--- config.mk ---
export PLATFORM = sky130hd
export DESIGN_NAME = dice_cgra_tid_pipeline_flat
export DESIGN_NICKNAME = d
export VERILOG_FILES = /design/src/rtl/dice_cgra_pkg.sv /design/src/rtl/dice_cgra_tid_pipeline_if.sv /design/src/rtl/dice_cgra_tid_pipeline_delay_line.sv /design/src/rtl/dice_cgra_tid_pipeline.sv /design/src/flat_wrapper.sv
export SDC_FILE = /design/constraint.sdc
export NUM_CORES = 1
export LEC_CHECK = 0
export CORE_UTILIZATION = 45
export DETAILED_ROUTE_END_ITERATION = 6
export PLACE_DENSITY = 0.7
export SLEW_MARGIN = 0
export SYNTH_ARGS = -nofsm -noshare
export SYNTH_HDL_FRONTEND = slang
export SYNTH_SLANG_ARGS = --single-unit
export TNS_END_PERCENT = 1
--- constraint.sdc ---
create_clock -name clk -period 6.1 [get_ports clk]
set_input_delay 1.22 -clock clk [delete_from_list [all_inputs] [get_ports clk]]
set_output_delay 1.22 -clock clk [all_outputs]
set_load 0.01 [all_outputs]
--- src/rtl/dice_cgra_pkg.sv ---
// Shared types and widths for the DICE CGRA thread-ID latency pipeline.
package dice_cgra_pkg;

    localparam int unsigned NUM_TID     = 512;
    localparam int unsigned MAX_LATENCY = 32;

    function automatic int unsigned tid_width(input int unsigned n);
        return $clog2(n + 1);
    endfunction

    function automatic int unsigned lat_width(input int unsigned m);
        return $clog2(m + 1);
    endfunction

    localparam int unsigned TID_W = tid_width(NUM_TID);
    localparam int unsigned LAT_W = lat_width(MAX_LATENCY);
    localparam int unsigned CNT_W = tid_width(NUM_TID);
    localparam int unsigned IDX_W = $clog2(MAX_LATENCY);

    typedef enum logic [1:0] {IDLE, RUN, DRAIN, DONE} tid_pipe_state_e;

    typedef struct packed {
        logic             valid;
        logic [TID_W-1:0] tid;
    } tid_slot_t;

endpackage

--- src/rtl/dice_cgra_tid_pipeline_if.sv ---
// Dispatch and writeback signals between dispatcher, TID pipeline and RF address converter.
interface dice_cgra_tid_pipeline_if;
    import dice_cgra_pkg::*;

    logic [TID_W-1:0] in_tid;
    logic             in_valid;
    logic             in_ready;
    logic [TID_W-1:0] out_tid;
    logic             out_valid;

    modport master (output in_tid, in_valid, input in_ready, out_tid, out_valid);
    modport slave  (input in_tid, in_valid, output in_ready, out_tid, out_valid);
endinterface

--- src/rtl/dice_cgra_tid_pipeline_delay_line.sv ---
// Stall-able shift register of TID slots with a selectable output tap.
module dice_tid_delay_line
    import dice_cgra_pkg::*;
(
    input  logic             clk,
    input  logic             rst_n,
    input  logic             clr_i,
    input  logic             stall_i,
    input  tid_slot_t        slot_i,
    input  logic [IDX_W-1:0] tap_sel_i,
    output tid_slot_t        tap_o
);

    tid_slot_t stage_q [MAX_LATENCY];

    always_ff @(posedge clk or negedge rst_n) begin
        if (!rst_n) begin
            stage_q <= '{default: '0};
        end else if (clr_i) begin
            stage_q <= '{default: '0};
        end else if (!stall_i) begin
            stage_q[0] <= slot_i;
            for (int i = 1; i < int'(MAX_LATENCY); i++) begin
                stage_q[i] <= stage_q[i-1];
            end
        end
    end

    assign tap_o = stage_q[tap_sel_i];

endmodule

--- src/rtl/dice_cgra_tid_pipeline.sv ---
// Batch-controlled TID latency pipeline: dispatch handshake, stall freeze, retire accounting.
// Optional DICE_TID_PIPE_PERF_EN adds saturating stall/bubble performance counters.
module dice_cgra_tid_pipeline
    import dice_cgra_pkg::*;
(
    input  logic                clk,
    input  logic                rst_n,
    input  logic                clr_i,
    input  logic                start_i,
    input  logic [CNT_W-1:0]    cfg_num_tid_i,
    input  logic [LAT_W-1:0]    cfg_latency_i,
    input  logic                stall_i,
    dice_cgra_tid_pipeline_if.slave tid_if,
    output logic [CNT_W-1:0]    inflight_o,
    output logic                busy_o,
    output logic                batch_done_o
`ifdef DICE_TID_PIPE_PERF_EN
    ,
    output logic [31:0]         perf_stall_cycles_o,
    output logic [31:0]         perf_bubble_cycles_o
`endif
);

    tid_pipe_state_e  state_q, state_d;
    logic [LAT_W-1:0] lat_q, lat_d;
    logic [CNT_W-1:0] num_q, num_d, disp_q, disp_d, ret_q, ret_d, infl_q, infl_d;
    logic             in_ready_c, busy_c, done_c;
    logic             start_acc, accept, retire, bypass;
    tid_slot_t        slot_in, tap;
    logic [IDX_W-1:0] tap_sel;

    always_ff @(posedge clk or negedge rst_n) begin
        if (!rst_n) state_q <= IDLE;
        else        state_q <= state_d;
    end

    always_comb begin
        state_d = state_q;
        case (state_q)
            IDLE:    if (start_i) state_d = (cfg_num_tid_i == '0) ? DONE : RUN;
            RUN:     if (accept && (disp_q + CNT_W'(1) == num_q)) state_d = DRAIN;
            DRAIN:   if (ret_q + CNT_W'(retire) == num_q) state_d = DONE;
            DONE:    state_d = IDLE;
            default: state_d = IDLE;
        endcase
        if (clr_i) state_d = IDLE;
    end

    always_comb begin
        in_ready_c = 1'b0;
        busy_c     = 1'b0;
        done_c     = 1'b0;
        in_ready_c = (state_q == RUN) && !stall_i && (disp_q < num_q);
        busy_c     = (state_q != IDLE);
        done_c     = (state_q == DONE);
    end

    assign start_acc = start_i && (state_q == IDLE);
    assign accept    = tid_if.in_valid && in_ready_c;
    assign bypass    = (lat_q == '0);
    assign tap_sel   = bypass ? '0 : IDX_W'(lat_q - LAT_W'(1));
    // Bypassed entries never enter the line, so a later longer-latency batch sees no ghosts.
    assign slot_in   = '{valid: accept && !bypass, tid: tid_if.in_tid};

    dice_tid_delay_line u_delay_line (
        .clk       (clk),
        .rst_n     (rst_n),
        .clr_i     (clr_i || start_acc),
        .stall_i   (stall_i),
        .slot_i    (slot_in),
        .tap_sel_i (tap_sel),
        .tap_o     (tap)
    );

    assign retire           = bypass ? accept : (tap.valid && !stall_i);
    assign tid_if.in_ready  = in_ready_c;
    assign tid_if.out_valid = retire;
    assign tid_if.out_tid   = !retire ? '0 : (bypass ? tid_if.in_tid : tap.tid);
    assign inflight_o       = infl_q;
    assign busy_o           = busy_c;
    assign batch_done_o     = done_c;

    always_comb begin
        lat_d  = lat_q;
        num_d  = num_q;
        disp_d = disp_q + CNT_W'(accept);
        ret_d  = ret_q + CNT_W'(retire);
        infl_d = infl_q + CNT_W'(accept) - CNT_W'(retire);
        if (start_acc) begin
            lat_d  = (cfg_latency_i > LAT_W'(MAX_LATENCY)) ? LAT_W'(MAX_LATENCY) : cfg_latency_i;
            num_d  = cfg_num_tid_i;
            disp_d = '0;
            ret_d  = '0;
        end
        if (clr_i) begin
            lat_d  = '0;
            num_d  = '0;
            disp_d = '0;
            ret_d  = '0;
            infl_d = '0;
        end
    end

    always_ff @(posedge clk or negedge rst_n) begin
        if (!rst_n) begin
            lat_q  <= '0;
            num_q  <= '0;
            disp_q <= '0;
            ret_q  <= '0;
            infl_q <= '0;
        end else begin
            lat_q  <= lat_d;
            num_q  <= num_d;
            disp_q <= disp_d;
            ret_q  <= ret_d;
            infl_q <= infl_d;
        end
    end

`ifdef DICE_TID_PIPE_PERF_EN
    logic [31:0] perf_stall_q, perf_stall_d, perf_bubble_q, perf_bubble_d;

    always_comb begin
        perf_stall_d  = perf_stall_q;
        perf_bubble_d = perf_bubble_q;
        if (busy_c && stall_i && (perf_stall_q != '1)) perf_stall_d = perf_stall_q + 32'd1;
        if (in_ready_c && !tid_if.in_valid && (perf_bubble_q != '1))
            perf_bubble_d = perf_bubble_q + 32'd1;
        if (clr_i || start_acc) begin
            perf_stall_d  = '0;
            perf_bubble_d = '0;
        end
    end

    always_ff @(posedge clk or negedge rst_n) begin
        if (!rst_n) begin
            perf_stall_q  <= '0;
            perf_bubble_q <= '0;
        end else begin
            perf_stall_q  <= perf_stall_d;
            perf_bubble_q <= perf_bubble_d;
        end
    end

    assign perf_stall_cycles_o  = perf_stall_q;
    assign perf_bubble_cycles_o = perf_bubble_q;
`endif

endmodule

--- src/flat_wrapper.sv ---
// flat-port wrapper written by rule: the top's interface ports become plain ports
module dice_cgra_tid_pipeline_flat import dice_cgra_pkg::*;
  (clk, rst_n, clr_i, start_i, cfg_num_tid_i, cfg_latency_i, stall_i, inflight_o, busy_o, batch_done_o, tid_if_in_tid, tid_if_in_valid, tid_if_in_ready, tid_if_out_tid, tid_if_out_valid);
  dice_cgra_tid_pipeline_if tid_if_i ();
  input  logic clk;
  input  logic rst_n;
  input  logic clr_i;
  input  logic start_i;
  input  logic [CNT_W-1:0] cfg_num_tid_i;
  input  logic [LAT_W-1:0] cfg_latency_i;
  input  logic stall_i;
  output logic [CNT_W-1:0] inflight_o;
  output logic busy_o;
  output logic batch_done_o;
  input wire logic [$bits(tid_if_i.in_tid)-1:0] tid_if_in_tid;
  input wire logic [$bits(tid_if_i.in_valid)-1:0] tid_if_in_valid;
  output wire logic [$bits(tid_if_i.in_ready)-1:0] tid_if_in_ready;
  output wire logic [$bits(tid_if_i.out_tid)-1:0] tid_if_out_tid;
  output wire logic [$bits(tid_if_i.out_valid)-1:0] tid_if_out_valid;
  assign tid_if_i.in_tid = tid_if_in_tid;
  assign tid_if_i.in_valid = tid_if_in_valid;
  assign tid_if_in_ready = tid_if_i.in_ready;
  assign tid_if_out_tid = tid_if_i.out_tid;
  assign tid_if_out_valid = tid_if_i.out_valid;
  dice_cgra_tid_pipeline u_core (.clk(clk), .rst_n(rst_n), .clr_i(clr_i), .start_i(start_i), .cfg_num_tid_i(cfg_num_tid_i), .cfg_latency_i(cfg_latency_i), .stall_i(stall_i), .tid_if(tid_if_i), .inflight_o(inflight_o), .busy_o(busy_o), .batch_done_o(batch_done_o));
endmodule
==> qor.csv <==
stage,metric,value,unit
drt,DR iter-0 viols,1157,
logic_synthesis,most common cell in the netlist,mux2i_1,
logic_synthesis,cells after synthesis,1968,
cts,"Reg clk slew, reported paths",0.06,ns
finish,Syn-to-layout area delta,12.15,%
worst_setup_path,kind of critical path,reg2out,
finish,final core utilization,51.62,%
hold_path,min-delay src,u_core.u_delay_line.stage_q[9],
timing,final setup fails,0,
power_and_ir_drop,Lkg Pwr,10.82,nW
place,"worst slack, placed",0.3312,ns
cts,Max Buffers Root-to-Sink,3,
floorplan,Die Wd,215.8,um
drt,WL per Instance,18.70,um
global_routing,remaining global-route overflow,0,
worst_setup_path,CP Data Arrival Time,4.74,ns
worst_setup_path,Crit path required time,4.88,ns
finish,ratio of cells with drive above 1 in the final layout,6.357,%
place,port bufs,55,
cts,clock sinks,400,
logic_synthesis,mean post-synth cell area,10.46,um^2
logic_synthesis,Post-Syn Area,20580,um^2
cts,number of post-CTS setup repair buffers,0,
logic_synthesis,synth warn,0,
timing,FMAX,167.8,MHz
status,status,"finished, final reports clean",
cts,CTS buffer count,44,
worst_setup_path,r2r startpoint,u_core.lat_q[0],
run,Max Cap Viol,0,
floorplan,Core Area,44700,um^2
cts,htree depth,2,
cts,Clock Latency Late Sink,0.57,ns
floorplan,num rows,77,
logic_synthesis,Post-synth top cells,"mux2i_1, nor2_1, dfrtp_1, clkbuf_1, a221oi_1",
drt,final wirelength,48.14,mm
place,hpwl dp,29.11,mm
timing,Tightest Pin Transition,1.129,ns
timing,Setup TNS,0,ns
place,routability cong.,0.8749,
cts,CTS Hold Bufs,0,
floorplan,Boundary Pins,56,
finish,Final Cell Area,23080,um^2
timing,slew margin rel.,24.76,%
cts,CTS root buffer,clkbuf_16,
drt,via count,14992,
hold_path,HP Class,reg2reg,
timing,Hold Slack,0.5282,ns
worst_setup_path,crit path from,u_core.lat_q[0],
floorplan,Initial Util,46.03,%
logic_synthesis,prevailing post-synth register cell,dfrtp_1,
worst_setup_path,Worst Setup Start Kind,flip-flop,
timing,RSZ-0062 raised after global routing,true,
timing,fin worst setup slack,0.1400,ns
logic_synthesis,sequential share of the synthesized area,48.64,%
logic_synthesis,Post-synth EDFFs,0,
global_routing,largest net degree at the start of global routing,145,
timing,period utilization,97.71,%
floorplan,die area,46590,um^2
timing,max-slew violation count,0,
logic_synthesis,ys async rst share,100.0,%
timing,fin crit period,5.960,ns
drt,Remaining DRCs,0,
power_and_ir_drop,pwr dens,326.9,nW/um^2
logic_synthesis,most area-consuming cells after synthesis,"dfrtp_1, mux2i_1, nor2_1",
floorplan,die span in y,215.8,um
logic_synthesis,post-synth top area cell,dfrtp_1,
power_and_ir_drop,Total Power,7.543,mW
logic_synthesis,syn_nets,2032,
logic_synthesis,Synth Register Bits,400,
global_routing,antenna violations before repair,0,
finish,Layout Cells excl Fill,2574,
global_routing,vias in the first global route,15013,
logic_synthesis,Yosys cell types,65,
timing,final setup skew,0.01732,ns
drt,post-route ant nets,0,
cts,CTS tree,done,
finish,ant diodes,0,
finish,Nets,2015,
power_and_ir_drop,worst ir drop on vdd,334.4,uV
drt,post-DR vias/cell,5.824,
place,Placed Area,21590,um^2
worst_setup_path,Crit Path Max Fanout,32,
global_routing,gr usage total,20.87,%
global_routing,first-pass GRT wire length,79.48,mm
place,placed cells,2497,
logic_synthesis,Synth top area share,48.64,%
worst_setup_path,Worst Setup End Kind,primary output,
timing,final hold viol count,0,
drt,drt first pass iters,5,
-- path summary, 6_finish.rpt --
check | endpoint | slack (ns) | cells past startpoint
max | tid_if_out_tid[3] | 0.14 | 11
min reg2reg | u_core.u_delay_line.stage_q[9] | 0.53 | 2
min in group asynchronous | u_core.u_delay_line.stage_q[284] | 0.75 | 1
min | u_core.u_delay_line.stage_q[9] | 0.53 | 2
max in group asynchronous | u_core.u_delay_line.stage_q[316] | 4.15 | 2
max reg2reg | u_core.state_q[0] | 0.44 | 20
-- registers in the layout (all words and copies together) (netlist names) --
register                     count
u_core.ret_q                    10
u_core.state_q                   2
u_core.disp_q                   10
u_core.u_delay_line.stage_q    352
u_core.inflight_o               10
u_core.num_q                    10
u_core.lat_q                     6
-- timing repair --
| item | CTS | global route |
|---|---|---|
| gates cloned | 0 | 0 |
| gates resized for setup | 4 | 2 |
| setup endpoints to repair | 5 | 6 |
-- layer usage --
layer  share of wire, %  vias up  track usage [%]  wire length, um
met1                 45     7624            28.54            21620
met4                2.3        0            7.281             1109
li1                   -     6941                -                -
met5                  0        -                0                0
met3                4.8       80            3.199             2325
met2                 48      347            33.70            23090
-- area by class of cell --
type                    instances  area [um^2]
fillers                      4009        21630
flip-flops and latches        400        10010
multi-input cells            1390         9888
clock buffers                  63         1264
repair buffers                 86        863.3
well taps                     592        740.7
clock inverters                14        196.4
inverters                      29        111.4
-- cell usage in the layout, fill, tap and decap left out, drive strengths merged, types with 7 or more instances in the layout --
| cell | count |
|---|---|
| a31oi | 11 |
| nand2 | 55 |
| mux2i | 437 |
| buf | 33 |
| o21ai | 46 |
| inv | 31 |
| a211o | 18 |
| and3 | 18 |
| clkbuf | 63 |
| a22oi | 13 |
| dfrtp | 400 |
| a221oi | 73 |
| o211ai | 10 |
| clkdlybuf4s50 | 53 |
| a2bb2oi | 10 |
| nor2 | 421 |
| a21oi | 64 |
| xnor2 | 21 |
| ha | 31 |
| nand3 | 23 |
| and2 | 9 |
| mux2 | 10 |
| nand4 | 7 |
| xor2 | 18 |
| a221o | 10 |
| nor3 | 9 |
-- report_power, final --
part / internal [mW] / leakage [nW] / switching (mW)
Clock: 1.61 / 0.714 / 1.08
Combinational: 0.750 / 4.53 / 1.32
Sequential: 2.71 / 5.57 / 0.0602
-- logic make-up (layout without fill, tap and decap cells) --
kind of cell	Yosys count	count (layout)	share of synthesized area (%)
AOI/OAI and AO/OA	286	286	9.893
xor gates and xnor gates	43	43	2.104
adders and majority gates	32	32	1.982
buffers and inverters	178	192	3.496
DFF	400	400	48.64
muxes	449	449	22.02
and+or+nand+nor	580	580	11.86
-- critical path: stages, from the launching register on --
cell	delay (ns)
dfrtp_4	0.49
inv_4	0.21
ha_1	0.20
or3b_1	0.48
or2_1	0.35
buf_4	0.31
and3_4	0.39
a221oi_1	0.39
o21ai_0	0.16
a31oi_1	0.31
a2bb2oi_1	0.26
clkdlybuf4s50_1	0.61
Power figures use the tool's default switching activity.
